<file path="src/rtl/cam_key_scanner_pkg.sv">
// rtl/cam_key_scanner_pkg.sv - shared parameters and state encoding for the key scanner
package cam_key_scanner_pkg;

    localparam int DATA_W_DEF = 32;
    localparam int DEPTH_DEF  = 16;
    localparam int IDX_W_DEF  = 4;

    typedef enum logic [1:0] {
        ST_IDLE = 2'd0,
        ST_SCAN = 2'd1,
        ST_RESP = 2'd2
    } scan_state_e;

endpackage

</file>
<file path="src/rtl/eq_cmp32.sv">
// rtl/eq_cmp32.sv - combinational equality of two keys (XNOR per bit, full AND reduction)
module eq_cmp32
    import cam_key_scanner_pkg::*;
#(
    parameter int W = DATA_W_DEF
) (
    input  logic [W-1:0] a_i,
    input  logic [W-1:0] b_i,
    output logic         eq_o
);

    assign eq_o = &(a_i ~^ b_i);

endmodule

</file>
<file path="src/rtl/cam_key_scanner.sv">
// rtl/cam_key_scanner.sv - sequential key-table search returning the lowest matching index
module cam_key_scanner
    import cam_key_scanner_pkg::*;
#(
    parameter int DATA_W = DATA_W_DEF,
    parameter int DEPTH  = DEPTH_DEF,
    parameter int IDX_W  = IDX_W_DEF
) (
    input  logic              clk,
    input  logic              rst_n,
    input  logic              wr_en,
    input  logic [IDX_W-1:0]  wr_addr,
    input  logic [DATA_W-1:0] wr_key,
    input  logic              wr_vld,
    input  logic              clr_all,
    input  logic              req_valid,
    output logic              req_ready,
    input  logic [DATA_W-1:0] req_key,
    output logic              rsp_valid,
    input  logic              rsp_ready,
    output logic              rsp_hit,
    output logic [IDX_W-1:0]  rsp_idx,
    output logic              busy
);

    scan_state_e       state_q, state_d;
    logic [IDX_W-1:0]  scan_idx_q, scan_idx_d;
    logic [DATA_W-1:0] key_q, key_d;
    logic              hit_q, hit_d;
    logic [IDX_W-1:0]  idx_q, idx_d;

    logic [DATA_W-1:0] key_tbl_q [DEPTH];
    logic [DEPTH-1:0]  vld_q;

    logic key_eq;
    logic entry_hit;
    logic last_entry;

    eq_cmp32 #(.W(DATA_W)) u_cmp (
        .a_i  (key_tbl_q[scan_idx_q]),
        .b_i  (key_q),
        .eq_o (key_eq)
    );

    assign entry_hit  = vld_q[scan_idx_q] & key_eq;
    assign last_entry = (scan_idx_q == IDX_W'(DEPTH - 1));

    always_comb begin
        state_d    = state_q;
        scan_idx_d = scan_idx_q;
        key_d      = key_q;
        hit_d      = hit_q;
        idx_d      = idx_q;
        case (state_q)
            ST_IDLE: begin
                if (req_valid) begin
                    key_d      = req_key;
                    scan_idx_d = '0;
                    state_d    = ST_SCAN;
                end
            end
            ST_SCAN: begin
                if (entry_hit) begin
                    hit_d   = 1'b1;
                    idx_d   = scan_idx_q;
                    state_d = ST_RESP;
                end else if (last_entry) begin
                    hit_d   = 1'b0;
                    idx_d   = '0;
                    state_d = ST_RESP;
                end else begin
                    scan_idx_d = scan_idx_q + IDX_W'(1);
                end
            end
            ST_RESP: begin
                if (rsp_ready) begin
                    state_d = ST_IDLE;
                end
            end
            default: state_d = ST_IDLE;
        endcase
    end

    always_ff @(posedge clk or negedge rst_n) begin
        if (!rst_n) begin
            state_q    <= ST_IDLE;
            scan_idx_q <= '0;
            key_q      <= '0;
            hit_q      <= 1'b0;
            idx_q      <= '0;
        end else begin
            state_q    <= state_d;
            scan_idx_q <= scan_idx_d;
            key_q      <= key_d;
            hit_q      <= hit_d;
            idx_q      <= idx_d;
        end
    end

    // Valid bits are reset; clr_all overrides a same-cycle write.
    always_ff @(posedge clk or negedge rst_n) begin
        if (!rst_n) begin
            vld_q <= '0;
        end else if (clr_all) begin
            vld_q <= '0;
        end else if (wr_en) begin
            vld_q[wr_addr] <= wr_vld;
        end
    end

    always_ff @(posedge clk) begin
        if (wr_en && !clr_all) begin
            key_tbl_q[wr_addr] <= wr_key;
        end
    end

    assign req_ready = (state_q == ST_IDLE);
    assign rsp_valid = (state_q == ST_RESP);
    assign busy      = (state_q == ST_SCAN) || (state_q == ST_RESP);
    assign rsp_hit   = rsp_valid & hit_q;
    assign rsp_idx   = rsp_valid ? idx_q : '0;

endmodule

</file>
<file path="config.mk">
export PLATFORM = sky130hd
export DESIGN_NAME = cam_key_scanner
export DESIGN_NICKNAME = d
export VERILOG_FILES = /design/src/rtl/cam_key_scanner_pkg.sv /design/src/rtl/eq_cmp32.sv /design/src/rtl/cam_key_scanner.sv
export SDC_FILE = /design/constraint.sdc
export NUM_CORES = 1
export LEC_CHECK = 0
export CAP_MARGIN = 5
export CORE_ASPECT_RATIO = 2
export CORE_MARGIN = 3
export CORE_UTILIZATION = 55
export DETAILED_ROUTE_END_ITERATION = 7
export GPL_TIMING_DRIVEN = 0
export PLACE_DENSITY = 0.73
export REMOVE_ABC_BUFFERS = 1
export SLEW_MARGIN = 20
export SYNTH_ARGS = -nofsm -noshare
export SYNTH_HDL_FRONTEND = slang
export SYNTH_SLANG_ARGS = --single-unit
</file>
<file path="constraint.sdc">
create_clock -name clk -period 7.2 [get_ports clk]
set_input_delay 1.08 -clock clk [delete_from_list [all_inputs] [get_ports clk]]
set_output_delay 1.08 -clock clk [all_outputs]
set_load 0.05 [all_outputs]
</file>
# [Word level (Yosys, flattened, before mapping)]
# Memory sizes are Yosys's and may differ from the RTL's.
# Cells that the tools add are included.
[totals] ff_bits=59 ram_bits=512 mem_count=1 input_bits=75 wordCells=58 output_inout_bits=8
[mem_list] memory="key_tbl_q" words=16 width=32 rd=1 rd_ports_with_merged_regs=0 wr=1 line_no="cam_key_scanner.sv:32" text="logic [DATA_W-1:0] key_tbl_q [DEPTH];"
[classes] reduce_logical=13 magnitude_cmp=3 n_mux=23 bitwise_logic=3 n_addsub=1 n_eq_ne=8
[op_table] operator="16-bit two-way mux" n=2
[op_table] operator="32-bit AND reduction" n=1
[op_table] operator="32-bit bitwise XNOR" n=1
[op_table] operator="4-bit two-way mux" n=6
[op_table] operator="16-bit bitwise mux" n=1
[op_table] operator="4-bit by 5-bit less-than comparator with 1-bit output, second input constant" n=2
[op_table] operator="2-bit two-way mux" n=4
[op_table] operator="4-bit one-hot mux with 2 select lines" n=1
[op_table] operator="1-bit two-way mux" n=6
[op_table] operator="2-bit inequality test, second input constant" n=3
[op_table] operator="2-bit one-hot mux with 3 select lines" n=1
[op_table] operator="2-bit nonzero test" n=3
[op_table] operator="4-bit by 1-bit adder with 4-bit output, second input constant" n=1
[op_table] operator="1-bit binary-select mux with 4-bit select" n=1
[op_table] operator="1-bit demux with 4-bit select" n=1
[op_table] operator="4-bit == test, second input constant" n=1
[op_table] operator="4-bit by 1-bit >= comparator with 1-bit output, second input constant" n=1
[op_table] operator="2-bit AND reduction" n=2
[op_table] operator="4-bit AND reduction" n=1
[op_table] operator="3-bit inequality test, second input constant" n=1
[op_table] operator="3-bit AND reduction" n=1
[op_table] operator="1-bit bitwise AND" n=2
[op_table] operator="2-bit by 1-bit == test with 1-bit output, second input constant" n=1
[op_table] operator="2-bit == test, second input constant" n=1
[op_table] operator="5 further kinds" n=6

# [Depth between registers and ports, before layout]
# Gate-level depths: netlist of the first run.
[depth] depth_word=7 depth_mapped=14 depth_no_buf=9

# [Cells and area by module]
# Synthesis of the first run repeated with hierarchy kept, for this count alone.
[hier_totals] hier_cells=1029 area_unflattened_um2=22834.4
[modules_own_cells] module="cam_key_scanner" cells_per_inst=986 area_each_um2=22487.8 n_inst=1 seq_area_each_um2=16851.2
[modules_own_cells] module="eq_cmp32" cells_per_inst=43 area_each_um2=346.6 n_inst=1 seq_area_each_um2=0.0

# [Worst setup path before layout of the first run]
# OpenSTA, ideal clock, no wires.
[synth_path] kind="input to register" startpoint="in wr_addr[2]" endpoint="mem key_tbl_q[6][0] (netlist name) (enable)" path_slack_ns=3.568 setup_time_ns=0.421 arrival_ns=3.211 path_buffers=1 required_time_ns=6.779 stages=3 cell_sequence="clkbuf_1 -> or3b_2 -> nor2_1"
[synth_rtl] element="start, declared" line_no="cam_key_scanner.sv:12" text="input logic [IDX_W-1:0] wr_addr,"
[synth_rtl] element="end, declared" line_no="cam_key_scanner.sv:32"
# No word-level cell before the write port.

# [Final worst setup path of the first run]
[layout_path] startpoint="reg scan_idx_q[0]" endpoint="reg idx_q[2]"
[layout_via] elab_chain_len=6 word_cells_on_any_way=10 cone_classes="eq/ne: 1; mux: 3; bitwise: 2; reduce/logical: 3; memory: 1"
[layout_lines] element="start, declared" line_no="cam_key_scanner.sv:27" text="logic [IDX_W-1:0] scan_idx_q, scan_idx_d;"
[layout_lines] element="start signal, assigned" line_no="cam_key_scanner.sv:93" text="scan_idx_q <= scan_idx_d;"
[layout_lines] element="memory 16 x 32 bit"
[layout_lines] element="32-bit bitwise XNOR" line_no="eq_cmp32.sv:12" text="assign eq_o = &(a_i ~^ b_i);"
[layout_lines] element="32-bit AND reduction" line_no="eq_cmp32.sv:12"
[layout_lines] element="1-bit bitwise AND" line_no="cam_key_scanner.sv:45" text="assign entry_hit = vld_q[scan_idx_q] & key_eq;"
[layout_lines] element="2-bit nonzero test (no source line)"
[layout_lines] element="2-bit AND reduction (no source line)"
[layout_lines] element="end signal, assigned" line_no="cam_key_scanner.sv:96" text="idx_q <= idx_d;"
[layout_lines] element="end, declared" line_no="cam_key_scanner.sv:30" text="logic [IDX_W-1:0] idx_q, idx_d;"
# Parallel ways exist; a longest one is shown, timed or not. The select of a mux whose other input is x is not followed.
# A chain may end at the register's enable or synchronous reset.

==> impl_metrics.ini, run 1 <==
[yosys]
synth_enable_flop_cells = 512
synth_area_leader_cell = sky130_fd_sc_hd__edfxtp_1
synthesis.yosys.warnings = 0
async_set_or_reset_register_ratio_after_synthesis_pct = 10.3
ys_seq_area_share_pct = 74.0
yosys.area_share.xor_xnor_pct = 1.42
syn-instance-count = 1166
compound_cell_area_share_of_the_yosys_netlist_pct = 3.40
synth-adder-area-share_pct = 0.220
yosysUniqueCellTypes = 54
ys.flop_type = sky130_fd_sc_hd__edfxtp_1
synth_top_family_by_area = multiplexers
yosys.area_share.simple_pct = 3.74
synth_commonest_cells = sky130_fd_sc_hd__edfxtp_1 (512), sky130_fd_sc_hd__mux4_2 (117), sky130_fd_sc_hd__mux2i_1 (60)
synth_top_area_cells = sky130_fd_sc_hd__edfxtp_1 (67%), sky130_fd_sc_hd__mux4_2 (12%), sky130_fd_sc_hd__dfrtp_1 (6.5%)
synth.avg_cell_area_sq_um = 19.5
yosys.cell_count.top_type = sky130_fd_sc_hd__edfxtp_1
synth.mux.area_fraction_pct = 15.8
area_fraction_of_the_dominant_cell_type_after_synthesis_pct = 67.5
synth.cell_area_sq_mm = 0.0228
synth.ff_latch_count = 571

[power]
share_seq_of_total_power_pct = 45.6
switching_power_uw = 2490
power_density_mw_per_mm2 = 328
netSwitchingFraction_pct = 28.5
total_power_uw = 8760
share_clk_of_total_power_pct = 29.3
internal_power_uw = 6270
vdd_ir_drop_max_v = 0.000230
power.leakage_uw = 0.00861
pwr-share-comb_pct = 25.1

[detailed_routing]
drt-initial-drc-count = 1233
via_total_after_detailed_routing = 11900
routed_wl_um = 52700
post-route-drc-count = 0
routed_wire_length_per_instance_um = 28.5
count_of_antenna_violating_nets_left_after_detailed_routing = 0
firstDrtPassIters = 7
route.detailed.vias_per_inst = 6.45

[worst_setup_path]
worst-path-buf-inv = 2
path_max_fanout = 34
kind_of_capture_point_of_the_worst_setup_path = register
cp.required_ps = 7620
critical_path.reg2reg.endpoint = idx_q[2]$_DFFE_PN0P_
critical_path_arrival_ps = 5640
timing.critical_path.max_delay_family = simple AND/OR/NAND/NOR gates
timing.critical_path.mode_cell = sky130_fd_sc_hd__buf_16
r2r_start = scan_idx_q[0]$_DFFE_PN0P_
worst_reg_to_reg_path_cell_count = 11
cp_slowest_stage_delay_ps = 770
path_cells = buf_16 > buf_16 > mux4_2 > a22o_1 > a221oi_1 > xnor2_1 > or4_1 > nor4_1 > nand4bb_1 > a21oi_1 > o2bb2ai_1
r2r_setup_slack_ps = 1980
cell_with_the_largest_stage_delay_on_the_worst_path = sky130_fd_sc_hd__dfrtp_4
critPathLaunchType = register
crit_type = register to register

[place]
gp_congestion = 0.768
number_of_port_buffers = 82
half_perimeter_wire_length_after_placement_um = 33300

[clock_network]
cts_tree = yes
cts_root_buffer = sky130_fd_sc_hd__clkbuf_16
cts_buffer_depth = 3
clk-insertion-delay-late_ps = 570
cts_hold_repair.buffers = 0
path_clk_slew_ps = 60
cts_buffers = 48
ctsHtreeMaxLevel = 2
post_cts_buffers = 0
ctsResizeCount = 0
cts.sinks = 571

[timing]
setup_tns_ps = 0
worst_clock_skew_ps = 22.3
worst_slew_margin_pct = 27.6
layout_worst_path_cycle_share_pct = 72.5
worst_pin_slew_ps = 1090
unrepaired_setup_endpoints_after_global_routing = no
max_clock_freq_mhz = 192
hold_viol_final = 0
final_period_minus_worst_setup_slack_ps = 5220
final-setup-viol-count = 0
report.final.slew_viol_count = 0

[min_path]
min_path_type = input pin to asynchronous set/reset pin

[global_route]
antenna_violations_before_repair = 1
grt_first_pass_wirelength_um = 79200
global_route.usage.total_pct = 24.6
remaining_global_route_overflow = 0
largest_net_degree_at_the_start_of_global_routing = 48
vias_in_the_first_global_route = 12500

[die]
die-area_sq_mm = 0.0441
die_width_um = 150
floorplan.initialDensity_pct = 56.1
boundaryPins = 83
floorplan.rows = 104
floorplan.core_area_sq_mm = 0.0406
die_h_um = 294

[cells_and_area]
net_count_of_the_finished_layout = 1356
utilization_pct = 65.8
num-fill-cells = 2652
post_route_cells_drive_above_1_share_pct = 22.0
syn_to_final_growth_pct = 17.2

[flow_run]
timing.max_cap.violations = 0

[status]
outcome = complete, no violations
-- worst reg2reg max path, cell delays in order, from the launching register on --
cell                        delay, ps
sky130_fd_sc_hd__dfrtp_4          770
sky130_fd_sc_hd__buf_16           310
sky130_fd_sc_hd__buf_16           310
sky130_fd_sc_hd__mux4_2           580
sky130_fd_sc_hd__a22o_1           250
sky130_fd_sc_hd__a221oi_1         430
sky130_fd_sc_hd__xnor2_1          290
sky130_fd_sc_hd__or4_1            570
sky130_fd_sc_hd__nor4_1           630
sky130_fd_sc_hd__nand4bb_1        400
sky130_fd_sc_hd__a21oi_1          420
sky130_fd_sc_hd__o2bb2ai_1        130
-- per-layer routing --
metal | wire (um) | track usage, % | up-vias
met5 | 0 | 0 | -
met4 | 1800 | 8.58 | 0
met3 | 3540 | 3.19 | 117
met2 | 28300 | 43.2 | 556
met1 | 19000 | 31.8 | 6238
li1 | - | - | 5001
-- stage by stage --
step	area, sq um	cells	setup WS, ps	hold WS, ps
finish	26700	1847	1980	381
global route	26700	1847	1740	376
global placement	24000	1717	-4350	455
detailed placement	25200	1757	1970	461
CTS	26700	1846	1960	367
floorplan	22500	1105	-123	442
-- cell type report --
class | instances | area [sq um] | share of cell area (%)
multi-input cells | 524 | 5740 | 21.5
clock buffers | 60 | 1260 | 4.70
flip-flops and latches | 571 | 16900 | 63.1
diodes | 1 | 2.50 | 0.00937
repair buffers | 122 | 1880 | 7.02
inverters | 10 | 38.8 | 0.145
well taps | 530 | 663 | 2.48
clock inverters | 29 | 284 | 1.06
-- worst max-delay path by stage --
stage                               from                     end  slack (ps)  cells after the start
6_report       scan_idx_q[0]$_DFFE_PN0P_    idx_q[2]$_DFFE_PN0P_        1980                     11
5_1_grt        scan_idx_q[0]$_DFFE_PN0P_    idx_q[0]$_DFFE_PN0P_        1740                     11
4_1_cts        scan_idx_q[0]$_DFFE_PN0P_    idx_q[1]$_DFFE_PN0P_        1960                     11
3_5_place_dp   scan_idx_q[0]$_DFFE_PN0P_    idx_q[1]$_DFFE_PN0P_        1970                     11
3_3_place_gp   scan_idx_q[0]$_DFFE_PN0P_    idx_q[1]$_DFFE_PN0P_       -4350                      9
2_1_floorplan  scan_idx_q[0]$_DFFE_PN0P_  state_q[0]$_DFFE_PN0P_        -120                      9
-- power by group through the flow --
stage	Clock, uW	Combinational [uW]	Sequential (uW)
floorplan	0	1550	4120
global placement	0	2180	4300
detailed placement	0	2210	4070
CTS	2600	2230	4000
global route	2720	2350	4010
finish	2560	2200	4000
-- sequential cells by signal, summed over array words and instances (netlist names) --
| name | cells |
|---|---|
| state_q | 2 |
| idx_q | 4 |
| scan_idx_q | 4 |
| key_tbl_q | 512 |
| vld_q | 16 |
| key_q | 32 |
| hit_q | 1 |
-- cells in the final DEF (no fill, tap or decap), drive strengths merged, types with 32 or more instances in the layout --
| master | Yosys | routed |
|---|---|---|
| buf | 38 | 41 |
| nand2 | 34 | 34 |
| mux2 | 32 | 32 |
| clkdlybuf4s50 | 0 | 81 |
| edfxtp | 512 | 512 |
| mux4 | 117 | 117 |
| clkbuf | 23 | 60 |
| nor2 | 42 | 42 |
| dfrtp | 59 | 59 |
| mux2i | 60 | 60 |
-- logic make-up after synthesis --
kind of cell,Yosys count
compound gates,110
xor+xnor,37
fa+ha+maj,4
buf+inv,71
flops,571
mux,209
simple gates,164
(Power assumes the default switching activity.)
==> inputs of run 2 (changes only) <==
==> constraint.sdc (replaced) <==
create_clock -name clk -period 5.2 [get_ports clk]
set_input_delay 0.78 -clock clk [delete_from_list [all_inputs] [get_ports clk]]
set_output_delay 0.78 -clock clk [all_outputs]
set_load 0.05 [all_outputs]
==> impl_metrics.ini, run 2 (synthesized netlist as in run 1, its figures left out) <==
[timing]
fin_worst_hold_slack_ps = 79.9
setup_tns_ps = 0
layout_worst_path_cycle_share_pct = 94.1
final_period_minus_worst_setup_slack_ps = 4890
worst_slew_margin_pct = 28.3
worst_pin_slew_ps = 1070
final-setup-viol-count = 0
unrepaired_setup_endpoints_after_global_routing = no
hold_viol_final = 0
report.final.slew_viol_count = 0
worst_clock_skew_ps = 23.0
max_clock_freq_mhz = 204

[power]
power_density_mw_per_mm2 = 455
vdd_ir_drop_max_v = 0.000318
power.leakage_uw = 0.00862
total_power_uw = 12200

[cells_and_area]
post_route_cells_drive_above_1_share_pct = 22.2
net_count_of_the_finished_layout = 1357
syn_to_final_growth_pct = 17.4
num-fill-cells = 2650
most_frequent_cells_in_the_layout = sky130_fd_sc_hd__edfxtp_1 (512), sky130_fd_sc_hd__mux4_2 (117), sky130_fd_sc_hd__clkdlybuf4s50_1 (81)
instances_no_fill = 1848
sequential_cell_area_sq_mm = 0.0169
area_taken_by_multi_input_logic_gates_sq_mm = 0.00574
layout.cells.most_common = sky130_fd_sc_hd__edfxtp_1
final_area_sq_mm = 0.0267
largest_register = key_tbl_q
flip_flop_count_of_the_largest_register_all_copies_and_words_added = 512
largest_registers = key_tbl_q x512, key_q x32, vld_q x16

[die]
floorplan.core_area_sq_mm = 0.0406
floorplan.rows = 104
die_width_um = 150
die_h_um = 294
die-area_sq_mm = 0.0441
floorplan.initialDensity_pct = 56.1
boundaryPins = 83

[detailed_routing]
routed_wl_um = 53000
post-route-drc-count = 0
drt-initial-drc-count = 1251
route.detailed.vias_per_inst = 6.42
via_total_after_detailed_routing = 11900
firstDrtPassIters = 7
count_of_antenna_violating_nets_left_after_detailed_routing = 0
routed_wire_length_per_instance_um = 28.7

[worst_setup_path]
timing.critical_path.mode_cell = sky130_fd_sc_hd__buf_16
path_cells = buf_16 > buf_16 > mux4_2 > a22o_1 > a221oi_1 > xnor2_1 > or4_1 > nor4_2 > nand4bb_1 > a21oi_1 > o2bb2ai_1
path_max_fanout = 34
cp.required_ps = 5620
critPathLaunchType = register
setup.worst_path.start = scan_idx_q[0]$_DFFE_PN0P_
cell_with_the_largest_stage_delay_on_the_worst_path = sky130_fd_sc_hd__dfrtp_4
critical_path_arrival_ps = 5310
r2r_start = scan_idx_q[0]$_DFFE_PN0P_
timing.critical_path.max_delay_family = simple AND/OR/NAND/NOR gates
worst-path-buf-inv = 2
kind_of_capture_point_of_the_worst_setup_path = register
crit_type = register to register
cp_slowest_stage_delay_ps = 670
critical_path.reg2reg.endpoint = idx_q[2]$_DFFE_PN0P_
r2r_setup_slack_ps = 310
worst_reg_to_reg_path_cell_count = 11

[place]
half_perimeter_wire_length_after_placement_um = 33300
gp_congestion = 0.768
postPlaceCellArea_sq_mm = 0.0252
number_of_port_buffers = 82
place.detailed.instances = 1757

[global_route]
antenna_violations_before_repair = 1
remaining_global_route_overflow = 0
largest_net_degree_at_the_start_of_global_routing = 48
grt_first_pass_wirelength_um = 79200
vias_in_the_first_global_route = 12500
global_route.usage.total_pct = 24.6

[clock_network]
cts_tree = yes
path_clk_slew_ps = 60
cts.sinks = 571
cts_buffer_depth = 3
cts_root_buffer = sky130_fd_sc_hd__clkbuf_16
cts_buffers = 48
ctsHtreeMaxLevel = 2
cts_hold_repair.buffers = 0
clk-insertion-delay-late_ps = 570

[flow_run]
timing.max_cap.violations = 0

[min_path]
min_path_type = input pin to asynchronous set/reset pin

[status]
outcome = complete, no violations
==> run 2: per-layer routing <==
layer / global-route usage (%) / routed length (um) / part of all wire, % / vias to the layer above
met5: 0 / 0 / 0 / -
met4: 8.58 / 1750 / 3.3 / 0
met3: 3.19 / 3500 / 6.6 / 110
met2: 43.2 / 28600 / 54 / 544
met1: 31.8 / 19200 / 36 / 6213
li1: - / - / - / 5000
==> run 2: how the worst max path moves through the flow <==
stage	to	slack [ps]	cells past startpoint
final	idx_q[2]$_DFFE_PN0P_	310	11
after global routing	idx_q[0]$_DFFE_PN0P_	60	11
after CTS	idx_q[1]$_DFFE_PN0P_	160	11
after detailed placement	idx_q[1]$_DFFE_PN0P_	-30	11
after global placement	idx_q[1]$_DFFE_PN0P_	-6350	9
after floorplan	state_q[0]$_DFFE_PN0P_	-2120	9
==> run 2: per-stage QoR <==
| stage | util (%) | setup WS [ps] |
|---|---|---|
| 5_1_grt | 65.9 | 59.8 |
| 4_1_cts | 65.8 | 162 |
| 3_3_place_gp | 59.0 | -6350 |
| 2_1_floorplan | - | -2120 |
| 3_5_place_dp | 62.0 | -31.9 |
| 6_report | 65.9 | 309 |
==> run 2: final cells by class <==
type / count / area share, %
Tap cell: 530 / 2.48
Clock inverter: 29 / 1.06
Inverter: 10 / 0.145
Timing Repair Buffer: 123 / 7.11
Clock buffer: 60 / 4.70
Multi-Input combinational cell: 524 / 21.5
Sequential cell: 571 / 63.0
Antenna cell: 1 / 0.00936
==> run 2: report_power, final <==
part | internal, uW | leakage [uW] | switching (uW)
logic | 1520 | 0.00251 | 1560
clock network | 1970 | 0.000755 | 1580
registers | 5190 | 0.00535 | 322
total | 8690 | 0.00862 | 3470
==> run 2: repair_timing <==
action,CTS,global route
gates resized for setup,1,0
setup endpoints to repair,4,6
buffers inserted,0,1
==> run 2: worst register-to-register path, cell delays in order (launching register included) <==
cell	delay [ps]
sky130_fd_sc_hd__dfrtp_4	670
sky130_fd_sc_hd__buf_16	300
sky130_fd_sc_hd__buf_16	310
sky130_fd_sc_hd__mux4_2	580
sky130_fd_sc_hd__a22o_1	250
sky130_fd_sc_hd__a221oi_1	430
sky130_fd_sc_hd__xnor2_1	300
sky130_fd_sc_hd__or4_1	590
sky130_fd_sc_hd__nor4_2	470
sky130_fd_sc_hd__nand4bb_1	340
sky130_fd_sc_hd__a21oi_1	410
sky130_fd_sc_hd__o2bb2ai_1	130
